### config.mk
export PLATFORM = sky130hd
export DESIGN_NAME = collatz_engine
export DESIGN_NICKNAME = d
export VERILOG_FILES = /design/src/rtl/collatz_engine.sv
export SDC_FILE = /design/constraint.sdc
export NUM_CORES = 1
export LEC_CHECK = 0
export CORE_ASPECT_RATIO = 2
export CORE_MARGIN = 2
export CORE_UTILIZATION = 55
export CTS_CLUSTER_DIAMETER = 200
export CTS_CLUSTER_SIZE = 40
export DETAILED_ROUTE_END_ITERATION = 10
export PLACE_DENSITY = 0.87
export SETUP_SLACK_MARGIN = 0.3
export SLEW_MARGIN = 20
export SYNTH_ARGS = -nofsm -noshare
export SYNTH_HDL_FRONTEND = slang
export SYNTH_SLANG_ARGS = --single-unit
### constraint.sdc
create_clock -name clk -period 11.6 [get_ports clk]
set_clock_uncertainty 0.05 [all_clocks]
set_input_delay 1.74 -clock clk [delete_from_list [all_inputs] [get_ports clk]]
set_output_delay 1.74 -clock clk [all_outputs]
set_load 0.005 [all_outputs]
### src/rtl/collatz_engine.sv
// Collatz sequence engine: takes a start number over valid/ready, then iterates one step per step_en tick until n==1.
// Build macro COLLATZ_SHORTCUT_EN folds each odd step into a single (3n+1)/2 tick.
module collatz_engine #(
   parameter int WIDTH  = 13,
   parameter int STEP_W = 10
) (
   input  logic              clk,
   input  logic              reset_n,
   input  logic              start_valid,
   output logic              start_ready,
   input  logic [WIDTH-1:0]  start_num,
   input  logic              pause,
   input  logic              step_en,
   output logic [WIDTH-1:0]  cur_num,
   output logic [STEP_W-1:0] steps,
   output logic [WIDTH-1:0]  peak,
   output logic              busy,
   output logic              done,
   output logic [1:0]        status,
   output logic [1:0]        state_dbg
);

   localparam logic [1:0] S_IDLE  = 2'd0;
   localparam logic [1:0] S_RUN   = 2'd1;
   localparam logic [1:0] S_DONE  = 2'd2;
   localparam logic [1:0] S_FAULT = 2'd3;

   localparam logic [1:0] ST_OK   = 2'b00;
   localparam logic [1:0] ST_OVF  = 2'b01;
   localparam logic [1:0] ST_ZERO = 2'b10;
   localparam logic [1:0] ST_SAT  = 2'b11;

   localparam logic [WIDTH+1:0]  N_MAX      = {2'b00, {WIDTH{1'b1}}};
   localparam logic [WIDTH+1:0]  TRIPLE_ONE = (WIDTH+2)'(1);
   localparam logic [WIDTH-1:0]  N_ZERO     = '0;
   localparam logic [WIDTH-1:0]  N_ONE      = WIDTH'(1);
   localparam logic [STEP_W-1:0] STEPS_MAX  = '1;
   localparam logic [STEP_W:0]   STEP_ONE   = (STEP_W+1)'(1);
   localparam logic [STEP_W:0]   STEP_TWO   = (STEP_W+1)'(2);

   logic [1:0] state;

   // Handshake: a start is taken on any clk edge where start_valid and start_ready
   // are both high; start_ready is low only while a run is in progress.
   assign start_ready = (state != S_RUN);
   assign busy        = (state == S_RUN);
   assign state_dbg   = state;

   logic              odd;
   logic [WIDTH+1:0]  triple;
   logic              overflow;
   logic [WIDTH-1:0]  nxt;
   logic [WIDTH-1:0]  peak_cand;
   logic [STEP_W:0]   steps_sum;
   logic [STEP_W-1:0] steps_nxt;
   logic              reach_one;
   logic              saturate;
   logic              step_fire;

   // 3n+1 is formed two bits wider than n so the overflow test sees the true value
   assign odd      = cur_num[0];
   assign triple   = {2'b00, cur_num} + {1'b0, cur_num, 1'b0} + TRIPLE_ONE;
   assign overflow = odd && (triple > N_MAX);

`ifdef COLLATZ_SHORTCUT_EN
   always_comb begin
      nxt       = cur_num >> 1;
      peak_cand = cur_num >> 1;
      steps_sum = {1'b0, steps} + STEP_ONE;
      if (odd) begin
         nxt       = triple[WIDTH:1];
         peak_cand = triple[WIDTH-1:0];
         steps_sum = {1'b0, steps} + STEP_TWO;
      end
   end
`else
   always_comb begin
      nxt       = cur_num >> 1;
      peak_cand = cur_num >> 1;
      steps_sum = {1'b0, steps} + STEP_ONE;
      if (odd) begin
         nxt       = triple[WIDTH-1:0];
         peak_cand = triple[WIDTH-1:0];
      end
   end
`endif

   // A double step may overshoot the counter ceiling; it is clamped and faulted
   assign steps_nxt = (steps_sum > {1'b0, STEPS_MAX}) ? STEPS_MAX : steps_sum[STEP_W-1:0];
   assign reach_one = (nxt == N_ONE);
   assign saturate  = (steps_sum >= {1'b0, STEPS_MAX}) && !reach_one;
   assign step_fire = step_en && !pause;

   always_ff @(posedge clk or negedge reset_n) begin
      if (!reset_n) begin
         state   <= S_IDLE;
         cur_num <= '0;
         steps   <= '0;
         peak    <= '0;
         done    <= 1'b0;
         status  <= ST_OK;
      end else begin
         done <= 1'b0;
         case (state)
            S_RUN: begin
               if (step_fire) begin
                  if (overflow) begin
                     status <= ST_OVF;
                     state  <= S_FAULT;
                  end else begin
                     cur_num <= nxt;
                     steps   <= steps_nxt;
                     if (peak_cand > peak) begin
                        peak <= peak_cand;
                     end
                     if (reach_one) begin
                        state <= S_DONE;
                        done  <= 1'b1;
                     end else if (saturate) begin
                        status <= ST_SAT;
                        state  <= S_FAULT;
                     end
                  end
               end
            end
            default: begin
               // IDLE, DONE and FAULT all accept a new start directly
               if (start_valid) begin
                  cur_num <= start_num;
                  peak    <= start_num;
                  steps   <= '0;
                  status  <= ST_OK;
                  if (start_num == N_ZERO) begin
                     status <= ST_ZERO;
                     state  <= S_FAULT;
                  end else if (start_num == N_ONE) begin
                     state <= S_DONE;
                     done  <= 1'b1;
                  end else begin
                     state <= S_RUN;
                  end
               end
            end
         endcase
      end
   end

endmodule

# Word level (Yosys, flattened, before mapping)
# Index checks and enable logic that the tools add are counted.
# totals
ff_bits,41
latch_bits,0
ram_bits,0
mem_bits_ro,0
inputBits,18
n_memories,0
# classes
addsub,3
mul,0
div_mod_pow,0
order_cmp,4
n_eq_ne,10
n_shift,0
n_mux,35
bitwise_logic,0
n_reduce_logical,11
# ops
op,n
$mux W13,9
$mux W10,5
$mux W2,14
$eq A13 B1 Y1 const B,2
$add A13 B14 Y15,1
$add A15 B1 Y15 const B,1
$gt A15 B13 Y1 const B,1
$gt A13 B13 Y1,1
$logic_not A13 Y1,1
$add A10 B1 Y11 const B,1
$ge A11 B10 Y1 const B,1
$gt A11 B10 Y1 const B,1
$reduce_and A4 Y1,2
$mux W1,7
$ne A2 B1 Y1 const B,3
$reduce_and A3 Y1,2
$ne A4 B1 Y1 const B,1
$logic_and A1 B1 Y1,3
$ne A3 B1 Y1 const B,1
$ne A3 B3 Y1 const B,1
$eq A2 B1 Y1 const B,1
$logic_not A1 Y1,2
$ne A2 B2 Y1 const B,1
$reduce_bool A2 Y1,1

# Longest topological paths before layout
# logic_depth
ltp_word,11
ltp_mapped,17

# Worst setup path after synthesis
# Ideal clock, no wire load.
# synth_timing
path_type,register to register
from,register cur_num[0]
to,register peak[10]
t_arrival_ns,3.520
t_required_ns,11.425
setup_slack_ns,7.905
path_stages_with_launch,18
cell_sequence,dfrtp_1 -> clkinv_1 -> ha_1 -> nor2b_4 -> o31a_1 -> or3_4 -> a31oi_4 -> inv_1 -> ha_1 -> a21oi_1 -> nor2b_1 -> o21ai_0 -> o211ai_1 -> o2111ai_1 -> a21oi_1 -> o22ai_2 -> buf_6 -> mux2_2
# synth_between
elab_chain_len,7
# synth_lines
element,line_no,rtl
from (decl),14,"output logic [WIDTH-1:0] cur_num,"
from (signal assigned),111,cur_num <= nxt;
from (signal assigned),129,cur_num <= start_num;
branches (longest 7 deep; another with $add A13 B14 Y15),-,
to (signal assigned),114,peak <= peak_cand;
to (signal assigned),130,peak <= start_num;
to (decl),16,"output logic [WIDTH-1:0] peak,"
# Several ways; the timed one is not identified. The select of a mux whose other input is x is not followed.
# A chain may end at the register's enable or synchronous reset.

# Worst setup path in the final report
# layout_timing
from,register cur_num[0]
to,register peak[4]
# Same word-level chain as after synthesis.

==> results.toml <==
[sta]
fmax_mhz = 198
finalHoldViolCount = 0
rsz0062_at_grt = "false"
fin_crit_sh_pct = 43.5
setup_tns_ns = 0
drv_slew = 0
tightest_slew_ns = 1.04
fin_crit_ns = 5.05
finalSetupViolCount = 0
relSlewSlack_pct = 30.4

[routing]
route.final.wire_length_mm = 10.5
routed-via-count = 3337
avgRoutedWirePerCell_um = 20.7
drc_errors = 0
dr.pass1.iters = 4
detail-route-antenna-nets = 0
viasPerCell = 6.59
first_iter_violations = 258

[synth]
seq_area_frac_synth_pct = 29.9
ys_warn_count = 0
async_reset_ff_share_pct = 100
ys.flop_type = "dfrtp_1"
syn_area_per_cell_um2 = 8.87
synth-adder-area-share_pct = 11.9
synthSimpleGateAreaFrac_pct = 19.2
synth_xor_area_share_pct = 1.53
synth_compound_area_share_pct = 21.4
synth_nets = 437
synth_top_family_by_area = "compound AO/OA/AOI/OAI gates"
synthCells = 387
ys_ff_latch = 41
synth_area_mm2 = 0.00343
synth_cell_types = 68
synth_edf_count = 0
synth.area.mux_share_pct = 11.1

[power_and_ir_drop]
internal_power_mw = 0.702
p_sw_mw = 0.574
p_seq_share_pct = 22.6
powerDensity_mw_per_mm2 = 301
clkPwrFrac_pct = 14.4
switching_share_pct = 45.0
peakVddDrop_uv = 156
power.leakage_nw = 1.87
pwr-share-comb_pct = 63.0

[global_route]
antenna_found_initial = 0
grt_pass1_wl_mm = 16.8
grt_pass1_vias = 3439
grt_max_degree = 42
grt.overflow.total = 0
grt_usage_pct = 32.5

[clocking]
hold_buffers = 0
cts.path.max_buffers = 2
cts-buffers-inserted = 5
cts-root-buf = "clkbuf_16"
clkLatencyLatePin_ns = 0.30
ctsResizeCount = 0
h-tree-depth = 2
cts_tree = "done"
clk_pin_slew_ns = 0.06
cts.sink_count = 41
cts_setup_buffers = 0

[min_path]
holdCritPathClass = "flip-flop to flip-flop"

[flow_run]
cap_violations = 0

[finish]
seqCellArea_mm2 = 0.00103
fin_area_mm2 = 0.00424
fillers = 451
area_growth_pct = 23.4
post-route-util_pct = 70.6
final_cells = 506
multi_input_area_mm2 = 0.00223
fin_nets = 492
layout-drive-gt1-share_pct = 12.4
n_antenna_cell = 0

[worst_setup_path]
required_ns = 11.73
worstPathMaxFanout = 30
slowest_delay_ns = 1.03
crit_top_cell = "ha_1"
cp-end-kind = "flip-flop"
cp_top_family = "compound AO/OA/AOI/OAI gates"
critPathSlowestCell = "dfrtp_1"
worstSetupPathType = "flip-flop to flip-flop"
arrival_ns = 5.18
rrSetupSlack_ns = 6.55
path_cells = "clkinv_1 > ha_1 > nor2b_4 > o31ai_1 > a2111oi_0 > a311oi_1 > o21ai_0 > ha_1 > a211oi_1 > o211ai_1 > o2111ai_1 > a21oi_1 > o22ai_2 > mux2_2"
crit_path_start_kind = "flip-flop"
crit_buf_inv = 1

[placed_design]
portBuffers = 60
gp_congestion = 0.954
placed_cell_area_mm2 = 0.00405
dp_hpwl_mm = 8.16
placed_cells = 498

[outcome]
outcome = "complete, no violations"

[floorplan]
die_w_um = 59.9
core-area_mm2 = 0.00601
fp.dieH_um = 116
die-area_mm2 = 0.00693
start_util_pct = 57.2
fp-row-count = 40
ios = 61
## power by group through the flow
stage          combinational (mW)  clock [mW]  sequential (mW)
6_report                    0.804       0.184            0.288
5_1_grt                     0.882       0.190            0.296
4_1_cts                     0.796       0.184            0.285
3_5_place_dp                0.790           0            0.287
3_3_place_gp                0.760           0            0.284
2_1_floorplan               0.543           0            0.257
## layout by cell type (no fill, tap or decap), types with 7 or more instances in the layout
master / n
dfrtp_1: 41
ha_1: 31
a211oi_1: 9
nand2_1: 52
o211ai_1: 9
nor4_1: 7
mux2_2: 32
a21oi_1: 25
inv_1: 26
nor2_1: 16
clkdlybuf4s50_1: 59
o21ai_0: 25
nand3_1: 13
## cells by family after synthesis
group           Yosys count
simple gates            128
flops                    41
fa+ha+maj                32
xor+xnor                  6
compound gates          105
mux                      34
buf+inv                  41
## routing by layer
| metal | part of all wire [%] | wire length, um | global-route usage [%] | vias up |
|---|---|---|---|---|
| li1 | - | - | - | 1531 |
| met1 | 34 | 3520 | 32.3 | 1609 |
| met2 | 55 | 5800 | 58.3 | 141 |
| met3 | 4.0 | 419 | 4.46 | 56 |
| met4 | 7.0 | 729 | 23.4 | 0 |
| met5 | 0 | 0 | 0 | - |
## state kept, by name, indices dropped and copies added (netlist names)
register and flops:
cur_num 13, peak 13, steps 10, state_dbg 2, status 2, done 1
## cell usage after synthesis, drive strengths merged, types with 2 or more instances
| cell | number | share of area, % |
|---|---|---|
| mux2i | 2 | 0.58 |
| buf | 7 | 1.2 |
| and4 | 3 | 0.84 |
| a21o | 4 | 0.87 |
| a21oi | 25 | 3.6 |
| o31a | 3 | 0.77 |
| and3b | 2 | 0.51 |
| nor2 | 16 | 1.7 |
| or3 | 2 | 0.51 |
| a221oi | 2 | 0.69 |
| nor3 | 3 | 0.58 |
| nand2b | 3 | 0.55 |
| xnor2 | 5 | 1.3 |
| mux2 | 32 | 10 |
| o21a | 3 | 0.66 |
| o211ai | 9 | 2.0 |
| o21ai | 25 | 3.6 |
| nor4 | 7 | 1.3 |
| o31ai | 2 | 0.44 |
| a2111oi | 2 | 1.1 |
| inv | 27 | 3.0 |
| nor2b | 3 | 0.77 |
| nand4 | 7 | 1.5 |
| a41oi | 2 | 0.51 |
| nand2 | 52 | 5.7 |
| nand3b | 2 | 0.44 |
| and2 | 5 | 0.91 |
| a211oi | 9 | 2.0 |
| and3 | 2 | 0.36 |
| a31oi | 3 | 0.98 |
| or2 | 3 | 0.55 |
| a21boi | 2 | 0.44 |
| a311oi | 3 | 0.77 |
| clkbuf | 6 | 0.73 |
| dfrtp | 41 | 30 |
| ha | 31 | 11 |
| nor3b | 2 | 0.44 |
| nand3 | 13 | 1.9 |
## worst register-to-register path: stages (launching register included)
cell and delay, ns:
dfrtp_1 1.03, clkinv_1 0.54, ha_1 0.48, nor2b_4 0.05, o31ai_1 0.29, a2111oi_0 0.16, a311oi_1 0.29, o21ai_0 0.19
ha_1 0.28, a211oi_1 0.25, o211ai_1 0.12, o2111ai_1 0.12, a21oi_1 0.10, o22ai_2 0.56, mux2_2 0.42
## worst paths after layout
kind	startpoint	cells after the start	to
max in group asynchronous	reset_n	1	cur_num[2]
min in group asynchronous	reset_n	1	status[0]
min	status[0]	2	status[0]
min reg2reg	status[0]	2	status[0]
max	cur_num[0]	14	peak[4]
max reg2reg	cur_num[0]	14	peak[4]
## layout make-up
type	instances	area share [%]
Multi-Input combinational cell	305	52.7
Sequential cell	41	24.2
Timing Repair Buffer	61	14.2
Clock buffer	5	2.95
Inverter	28	2.48
Tap cell	63	1.86
Clock inverter	3	1.54
## through the flow
step | setup slack, ns | power (mW) | hold WS, ns
2_1_floorplan | 7.91 | 0.800 | 0.423
3_3_place_gp | 6.82 | 1.04 | 0.422
3_5_place_dp | 6.65 | 1.08 | 0.435
4_1_cts | 6.61 | 1.27 | 0.449
5_1_grt | 6.21 | 1.37 | 0.480
6_report | 6.55 | 1.28 | 0.443
Note: power is estimated with default switching activity, not from simulation.
